### config.mk
export PLATFORM = sky130hd
export DESIGN_NAME = program_loader
export DESIGN_NICKNAME = d
export VERILOG_FILES = /design/src/rtl/loader_pkg.sv /design/src/rtl/program_loader_byte_packer.sv /design/src/rtl/program_loader.sv
export SDC_FILE = /design/constraint.sdc
export NUM_CORES = 1
export LEC_CHECK = 0
export BUFFER_PORTS_ARGS = -buffer_cell sky130_fd_sc_hd__buf_4
export CAP_MARGIN = 20
export CORE_MARGIN = 10
export CORE_UTILIZATION = 54
export DETAILED_ROUTE_END_ITERATION = 16
export PLACE_DENSITY = 0.79
export SLEW_MARGIN = 20
export SYNTH_ARGS = -nofsm -noshare
export SYNTH_HDL_FRONTEND = slang
export SYNTH_HIERARCHICAL = 1
export SYNTH_SLANG_ARGS = --single-unit
### constraint.sdc
create_clock -name clk -period 2.8 [get_ports clk]
set_clock_uncertainty 0.1 [all_clocks]
set_input_delay 0 -clock clk [delete_from_list [all_inputs] [get_ports clk]]
set_output_delay 0 -clock clk [all_outputs]
set_load 0.05 [all_outputs]
### src/rtl/loader_pkg.sv
// ---------------------------------------------------------------------------
// loader_pkg
// Shared types and constants for the boot-time program loader.
//   state_e        : loader FSM states
//   LEN_BYTES      : bytes in the little-endian word-count header
//   BYTES_PER_WORD : bytes packed into one instruction word
//   csum_update()  : running XOR checksum step over the byte stream
// ---------------------------------------------------------------------------
package loader_pkg;

  typedef enum logic [2:0] {
    IDLE  = 3'd0,
    LEN   = 3'd1,
    DATA  = 3'd2,
    WRITE = 3'd3,
    CSUM  = 3'd4,
    DONE  = 3'd5,
    ERROR = 3'd6
  } state_e;

  localparam int LEN_BYTES      = 2;
  localparam int BYTES_PER_WORD = 4;

  // Fold one stream byte into the running XOR checksum.
  function automatic logic [7:0] csum_update(input logic [7:0] acc, input logic [7:0] b);
    return acc ^ b;
  endfunction

endpackage

### src/rtl/program_loader_byte_packer.sv
// ---------------------------------------------------------------------------
// byte_packer
// Collects a little-endian stream of bytes into instruction words. The first
// byte of a word lands in bits [7:0]. The full word and word_ready are
// presented combinationally in the cycle the last byte is accepted, so the
// parent can register the word straight into its memory-write outputs.
// Ports:
//   clk, rst    : clock, synchronous active-high reset
//   clear       : restart packing at byte 0 (start of a new load)
//   byte_valid  : byte_data is accepted this cycle
//   byte_data   : incoming stream byte
//   word        : assembled word (valid when word_ready=1)
//   word_ready  : pulse, last byte of a word accepted this cycle
// ---------------------------------------------------------------------------
module byte_packer
  import loader_pkg::*;
#(
  parameter int W = 32
) (
  input  logic         clk,
  input  logic         rst,
  input  logic         clear,
  input  logic         byte_valid,
  input  logic [7:0]   byte_data,
  output logic [W-1:0] word,
  output logic         word_ready
);

  logic [1:0]   cnt_q, cnt_d;
  // Only the first three bytes need storing; the fourth arrives with word_ready.
  logic [W-9:0] shreg_q, shreg_d;

  // Next-state for the byte counter and the shift-in register.
  always_comb begin
    cnt_d   = cnt_q;
    shreg_d = shreg_q;
    if (clear) begin
      cnt_d   = 2'd0;
      shreg_d = '0;
    end else if (byte_valid) begin
      cnt_d   = cnt_q + 2'd1;
      shreg_d = {byte_data, shreg_q[W-9:8]};
    end else begin
      cnt_d   = cnt_q;
      shreg_d = shreg_q;
    end
  end

  assign word       = {byte_data, shreg_q};
  assign word_ready = byte_valid && !clear && (cnt_q == 2'(BYTES_PER_WORD - 1));

  // Counter and shift register state.
  always_ff @(posedge clk) begin
    if (rst) begin
      cnt_q   <= 2'd0;
      shreg_q <= '0;
    end else begin
      cnt_q   <= cnt_d;
      shreg_q <= shreg_d;
    end
  end

endmodule

### src/rtl/program_loader.sv
// ---------------------------------------------------------------------------
// program_loader
// Boot-time writer for the instruction memory. Takes a valid/ready byte
// stream: a 2-byte word count N (LSB first) followed by N little-endian
// 32-bit words, written sequentially from BASE_ADDR. The core is held in
// reset (cpu_rst=1) until the whole image has been written.
//
// Build option: define LOADER_CHECKSUM_EN to require one trailing byte equal
// to the XOR of all length and data bytes (a mismatch ends in ERROR).
//
// Ports:
//   clk, rst        : clock, synchronous active-high reset
//   load_start      : pulse; starts a load from IDLE/DONE/ERROR
//   rx_data/valid   : stream byte and its valid
//   rx_ready        : loader accepts a byte (LEN, DATA, CSUM)
//   imem_we/addr/wdata : instruction memory write port (one cycle per word)
//   cpu_rst         : core reset, released only in DONE
//   busy/done/error : load in progress / image loaded / load aborted
//   words_loaded    : words written in the current or last load
// All outputs are registered.
// ---------------------------------------------------------------------------
module program_loader
  import loader_pkg::*;
#(
  parameter int                    PC_WIDTH    = 32,
  parameter int                    INSTR_WIDTH = 32,
  parameter logic [PC_WIDTH-1:0]   BASE_ADDR   = {PC_WIDTH{1'b0}},
  parameter int                    MAX_WORDS   = 256
) (
  input  logic                   clk,
  input  logic                   rst,
  input  logic                   load_start,
  input  logic [7:0]             rx_data,
  input  logic                   rx_valid,
  output logic                   rx_ready,
  output logic                   imem_we,
  output logic [PC_WIDTH-1:0]    imem_addr,
  output logic [INSTR_WIDTH-1:0] imem_wdata,
  output logic                   cpu_rst,
  output logic                   busy,
  output logic                   done,
  output logic                   error,
  output logic [15:0]            words_loaded
);

  state_e                 state_q, state_d;
  logic [15:0]            len_q, len_d;
  logic                   len_cnt_q, len_cnt_d;
  logic [15:0]            words_q, words_d;
  logic [PC_WIDTH-1:0]    addr_q, addr_d;
  logic [INSTR_WIDTH-1:0] wdata_q, wdata_d;
  logic                   rx_ready_q, rx_ready_d;
  logic                   we_q, we_d;
  logic                   cpu_rst_q, cpu_rst_d;
  logic                   busy_q, busy_d;
  logic                   done_q, done_d;
  logic                   error_q, error_d;
`ifdef LOADER_CHECKSUM_EN
  logic [7:0]             csum_q, csum_d;
`endif

  logic                   byte_xfer_s;
  logic                   pack_clear_s;
  logic                   pack_valid_s;
  logic [INSTR_WIDTH-1:0] pack_word_s;
  logic                   pack_ready_s;
  logic [15:0]            n_s;
  logic [PC_WIDTH-1:0]    word_off_s;
  state_e                 after_last_s;

  assign byte_xfer_s  = rx_valid && rx_ready_q;
  assign pack_valid_s = byte_xfer_s && (state_q == DATA);
  // Full word count, valid in the cycle the second header byte arrives.
  assign n_s          = {rx_data, len_q[7:0]};
  assign word_off_s   = PC_WIDTH'({words_q, 2'b00});
`ifdef LOADER_CHECKSUM_EN
  assign after_last_s = CSUM;
`else
  assign after_last_s = DONE;
`endif

  byte_packer #(
    .W(INSTR_WIDTH)
  ) u_packer (
    .clk        (clk),
    .rst        (rst),
    .clear      (pack_clear_s),
    .byte_valid (pack_valid_s),
    .byte_data  (rx_data),
    .word       (pack_word_s),
    .word_ready (pack_ready_s)
  );

  // FSM next-state, datapath updates and registered output decode.
  always_comb begin
    state_d      = state_q;
    len_d        = len_q;
    len_cnt_d    = len_cnt_q;
    words_d      = words_q;
    addr_d       = addr_q;
    wdata_d      = wdata_q;
    pack_clear_s = 1'b0;
`ifdef LOADER_CHECKSUM_EN
    csum_d       = csum_q;
`endif

    case (state_q)
      IDLE, DONE, ERROR: begin
        if (load_start) begin
          state_d      = LEN;
          len_d        = 16'd0;
          len_cnt_d    = 1'b0;
          words_d      = 16'd0;
          pack_clear_s = 1'b1;
`ifdef LOADER_CHECKSUM_EN
          csum_d       = 8'd0;
`endif
        end else begin
          state_d = state_q;
        end
      end
      LEN: begin
        if (byte_xfer_s) begin
`ifdef LOADER_CHECKSUM_EN
          csum_d = csum_update(csum_q, rx_data);
`endif
          if (len_cnt_q != 1'(LEN_BYTES - 1)) begin
            len_d[7:0] = rx_data;
            len_cnt_d  = len_cnt_q + 1'b1;
          end else begin
            len_d = n_s;
            if (n_s == 16'd0) begin
              state_d = after_last_s;
            end else if (32'(n_s) > 32'(MAX_WORDS)) begin
              state_d = ERROR;
            end else begin
              state_d = DATA;
            end
          end
        end else begin
          state_d = LEN;
        end
      end
      DATA: begin
        if (byte_xfer_s) begin
`ifdef LOADER_CHECKSUM_EN
          csum_d = csum_update(csum_q, rx_data);
`endif
          if (pack_ready_s) begin
            state_d = WRITE;
            wdata_d = pack_word_s;
            addr_d  = BASE_ADDR + word_off_s;
            words_d = words_q + 16'd1;
          end else begin
            state_d = DATA;
          end
        end else begin
          state_d = DATA;
        end
      end
      WRITE: begin
        // words_q already counts the word being written this cycle.
        if (words_q == len_q) begin
          state_d = after_last_s;
        end else begin
          state_d = DATA;
        end
      end
`ifdef LOADER_CHECKSUM_EN
      CSUM: begin
        if (byte_xfer_s) begin
          if (rx_data == csum_q) begin
            state_d = DONE;
          end else begin
            state_d = ERROR;
          end
        end else begin
          state_d = CSUM;
        end
      end
`endif
      default: begin
        state_d = IDLE;
      end
    endcase

    rx_ready_d = (state_d == LEN) || (state_d == DATA) || (state_d == CSUM);
    we_d       = (state_d == WRITE);
    cpu_rst_d  = (state_d != DONE);
    busy_d     = (state_d == LEN) || (state_d == DATA) || (state_d == WRITE) || (state_d == CSUM);
    done_d     = (state_d == DONE);
    error_d    = (state_d == ERROR);
  end

  // State, datapath and output registers.
  always_ff @(posedge clk) begin
    if (rst) begin
      state_q    <= IDLE;
      len_q      <= 16'd0;
      len_cnt_q  <= 1'b0;
      words_q    <= 16'd0;
      addr_q     <= {PC_WIDTH{1'b0}};
      wdata_q    <= {INSTR_WIDTH{1'b0}};
      rx_ready_q <= 1'b0;
      we_q       <= 1'b0;
      cpu_rst_q  <= 1'b1;
      busy_q     <= 1'b0;
      done_q     <= 1'b0;
      error_q    <= 1'b0;
`ifdef LOADER_CHECKSUM_EN
      csum_q     <= 8'd0;
`endif
    end else begin
      state_q    <= state_d;
      len_q      <= len_d;
      len_cnt_q  <= len_cnt_d;
      words_q    <= words_d;
      addr_q     <= addr_d;
      wdata_q    <= wdata_d;
      rx_ready_q <= rx_ready_d;
      we_q       <= we_d;
      cpu_rst_q  <= cpu_rst_d;
      busy_q     <= busy_d;
      done_q     <= done_d;
      error_q    <= error_d;
`ifdef LOADER_CHECKSUM_EN
      csum_q     <= csum_d;
`endif
    end
  end

  assign rx_ready     = rx_ready_q;
  assign imem_we      = we_q;
  assign imem_addr    = addr_q;
  assign imem_wdata   = wdata_q;
  assign cpu_rst      = cpu_rst_q;
  assign busy         = busy_q;
  assign done         = done_q;
  assign error        = error_q;
  assign words_loaded = words_q;

endmodule

==> results.toml <==
[finish]
fillers = 660
final_area_um2 = 6140
stdcell_count = 766
syn_to_final_growth_pct = 27.3
num_antenna_cells = 0
fin_nets = 659
drive_above_1_share_pct = 21.6

[pwr]
max-vdd-ir-drop_mv = 0.449
p_comb_share_pct = 5.7
power.switching_mw = 0.940
pwr-share-clk_pct = 54.5
p_sw_share_pct = 22.3
p_seq_share_pct = 39.8
leakage_nw = 2.31
p_int_mw = 3.28
power_density_nw_per_um2 = 688

[placed_design]
place_hpwl_um = 8290
place_congestion = 0.853
placed_area_um2 = 5350
io_buffers = 81
placed_cells = 720

[grt]
grt_max_degree = 53
grt_pass1_wl_um = 19800
grt_pass1_vias = 3968
grt_usage_pct = 18.6
antenna_found_initial = 0
globalRoute.totalOverflow = 0

[drt]
drc_errors = 0
dr.pass1.iters = 4
vias_per_cell = 5.28
drtIter0Drc = 281
wl_per_cell_um = 16.0
vias = 4048
detail-route-antenna-nets = 0
wl_um = 12200

[critical_path]
r2r_slack_ns = 0.16
arrival_ns = 2.97
crit_required_ns = 3.13
cp-end-kind = "flip-flop"
start_kind = "flip-flop"
path_class = "reg2reg"
critical_path.max_fanout = 7

[clocking]
cts_htree_levels = 4
cts-root-buf = "clkbuf_8"
clock_latency_ns = 0.51
clock_sinks = 116
cts_tree = "done"
ctsLongestPathBuffers = 2
clk_pin_slew_ns = 0.06
numCtsBuffers = 17

[floorplan]
design.core.area_um2 = 8720
initial_utilization_pct = 55.3
fp.dieArea_um2 = 13100
ios = 98
fp.dieH_um = 114
num_rows = 34
die_w_um = 114

[sta]
tightest_slew_ns = 0.928
hold_viol = 0
slew-limit-headroom_pct = 38.1
fmax_ghz = 0.379
setup_viol = 0
slew_viol_final = 0
finalCritPeriodShare_pct = 94.1
setup_tns_ns = 0
min_period_ns = 2.64

[synth]
synth_common_cells = "nand2_1 (124), dfxtp_1 (116), a21oi_1 (65)"
synth_area_um2 = 4820
synth_top_area_share_pct = 48.2
synth-edff-count = 0
ys_seq_area_share_pct = 48.2
yosys_warnings = 6
synth.distinct_cells = 48
ys.flop_type = "dfxtp_1"
yosysMostFrequentCell = "nand2_1"
synth-seq-cells = 116
postSynthCellCount = 563
async_flop_share_pct = 0
yosysTopAreaCell = "dfxtp_1"
avgSynthCellArea_um2 = 8.56
ys_top_cells_by_area = "dfxtp_1 (48%), nand2_1 (9.7%), a21oi_1 (6.7%)"

[worst_hold_path]
hold_path.class = "in2reg"

[run]
maxCapViolations = 0

[status]
outcome = "finished clean"
-- sequential cells by signal (all words and copies together), names as in the netlist --
signal and cells:
imem_wdata 32, u_packer/shreg_q 24, imem_addr 16, len_q 16, words_loaded 16, state_q 3
u_packer/cnt_q 2, busy 1, cpu_rst 1, done 1, error 1, imem_we 1
len_cnt_q 1, rx_ready 1
-- final timing paths --
check                 startpoint                to  depth (start not counted)
setup / recovery      state_q[0]  words_loaded[15]                         11
hold / removal        rx_data[4]    imem_wdata[28]                          4
setup reg to reg      state_q[0]  words_loaded[15]                         11
hold reg to reg   imem_wdata[15]    imem_wdata[15]                          2
-- final cells by class --
class | instances | area [µm²] | area share, %
Timing Repair Buffer | 103 | 817 | 13.3
Tap cell | 108 | 135 | 2.20
Multi-Input combinational cell | 403 | 2200 | 35.9
Sequential cell | 116 | 2330 | 37.9
Inverter | 4 | 15.0 | 0.245
Clock buffer | 22 | 473 | 7.71
Clock inverter | 10 | 170 | 2.77
-- cells in the final DEF, fill, tap and decap left out, types with 10 or more instances in the layout --
cell           count
xor2_1            12
conb_1            16
nand4_1           10
mux2i_1           25
buf_4             90
a21oi_1           65
dfxtp_1          113
dlygate4sd3_1     11
clkbuf_16         16
nand2_1          124
xnor2_1           19
nand3_1           16
nor2_1            53
-- routing by layer --
metal | vias up | track usage, % | wire length (µm)
li1 | 1997 | - | -
met3 | 14 | 7.13 | 1090
met4 | 0 | 7.27 | 133
met2 | 137 | 30.9 | 6020
met1 | 1900 | 21.2 | 5000
met5 | - | 0 | 0
-- critical path, stage by stage, from the launching register on --
cell and delay (ns):
dfxtp_2 0.40, xor2_1 0.17, o21a_1 0.20, nand2b_4 0.16, inv_2 0.06, and3b_2 0.22, nand4b_1 0.13, or2_2 0.35
o21ai_4 0.14, nand3_4 0.11, or3_1 0.37, a21oi_1 0.14
-- cells by family after synthesis --
kind of cell | synth area share [%]
adder cells (fa/ha/maj) | 0.519
flip-flops | 48.2
AND/OR/NAND/NOR | 22.4
multiplexers | 5.19
buffers and inverters | 7.81
XOR/XNOR | 5.63
AO/OA/AOI/OAI | 10.2
other | 0.0778
-- power groups by stage --
| stage | logic, mW | clock network, mW | registers (mW) |
|---|---|---|---|
| 5_1_grt | 0.255 | 2.42 | 1.68 |
| 3_3_place_gp | 0.211 | 0 | 1.71 |
| 3_5_place_dp | 0.215 | 0 | 1.71 |
| 2_1_floorplan | 0.185 | 0 | 1.72 |
| 6_report | 0.240 | 2.30 | 1.68 |
| 4_1_cts | 0.229 | 2.33 | 1.68 |
-- metrics by stage --
stage | power (mW) | util, % | worst slack (ns) | hold WS (ns)
3_5_place_dp | 1.93 | 61.3 | 0.0590 | 0.205
3_3_place_gp | 1.92 | 61.3 | 0.187 | 0.198
2_1_floorplan | 1.90 | - | 0.114 | 0.0472
5_1_grt | 4.36 | 70.4 | -0.00176 | 0.248
4_1_cts | 4.24 | 69.9 | 0.0257 | 0.217
6_report | 4.22 | 70.4 | 0.164 | 0.246
-- repair_timing --
item	in CTS	in global routing
setup buffers	0	3
hold buffers	11	0
endpoints found under the setup margin	1	4
endpoints found under the hold margin	44	0
gates resized for setup	1	4
cloned	0	0
(Power assumes the default switching activity.)
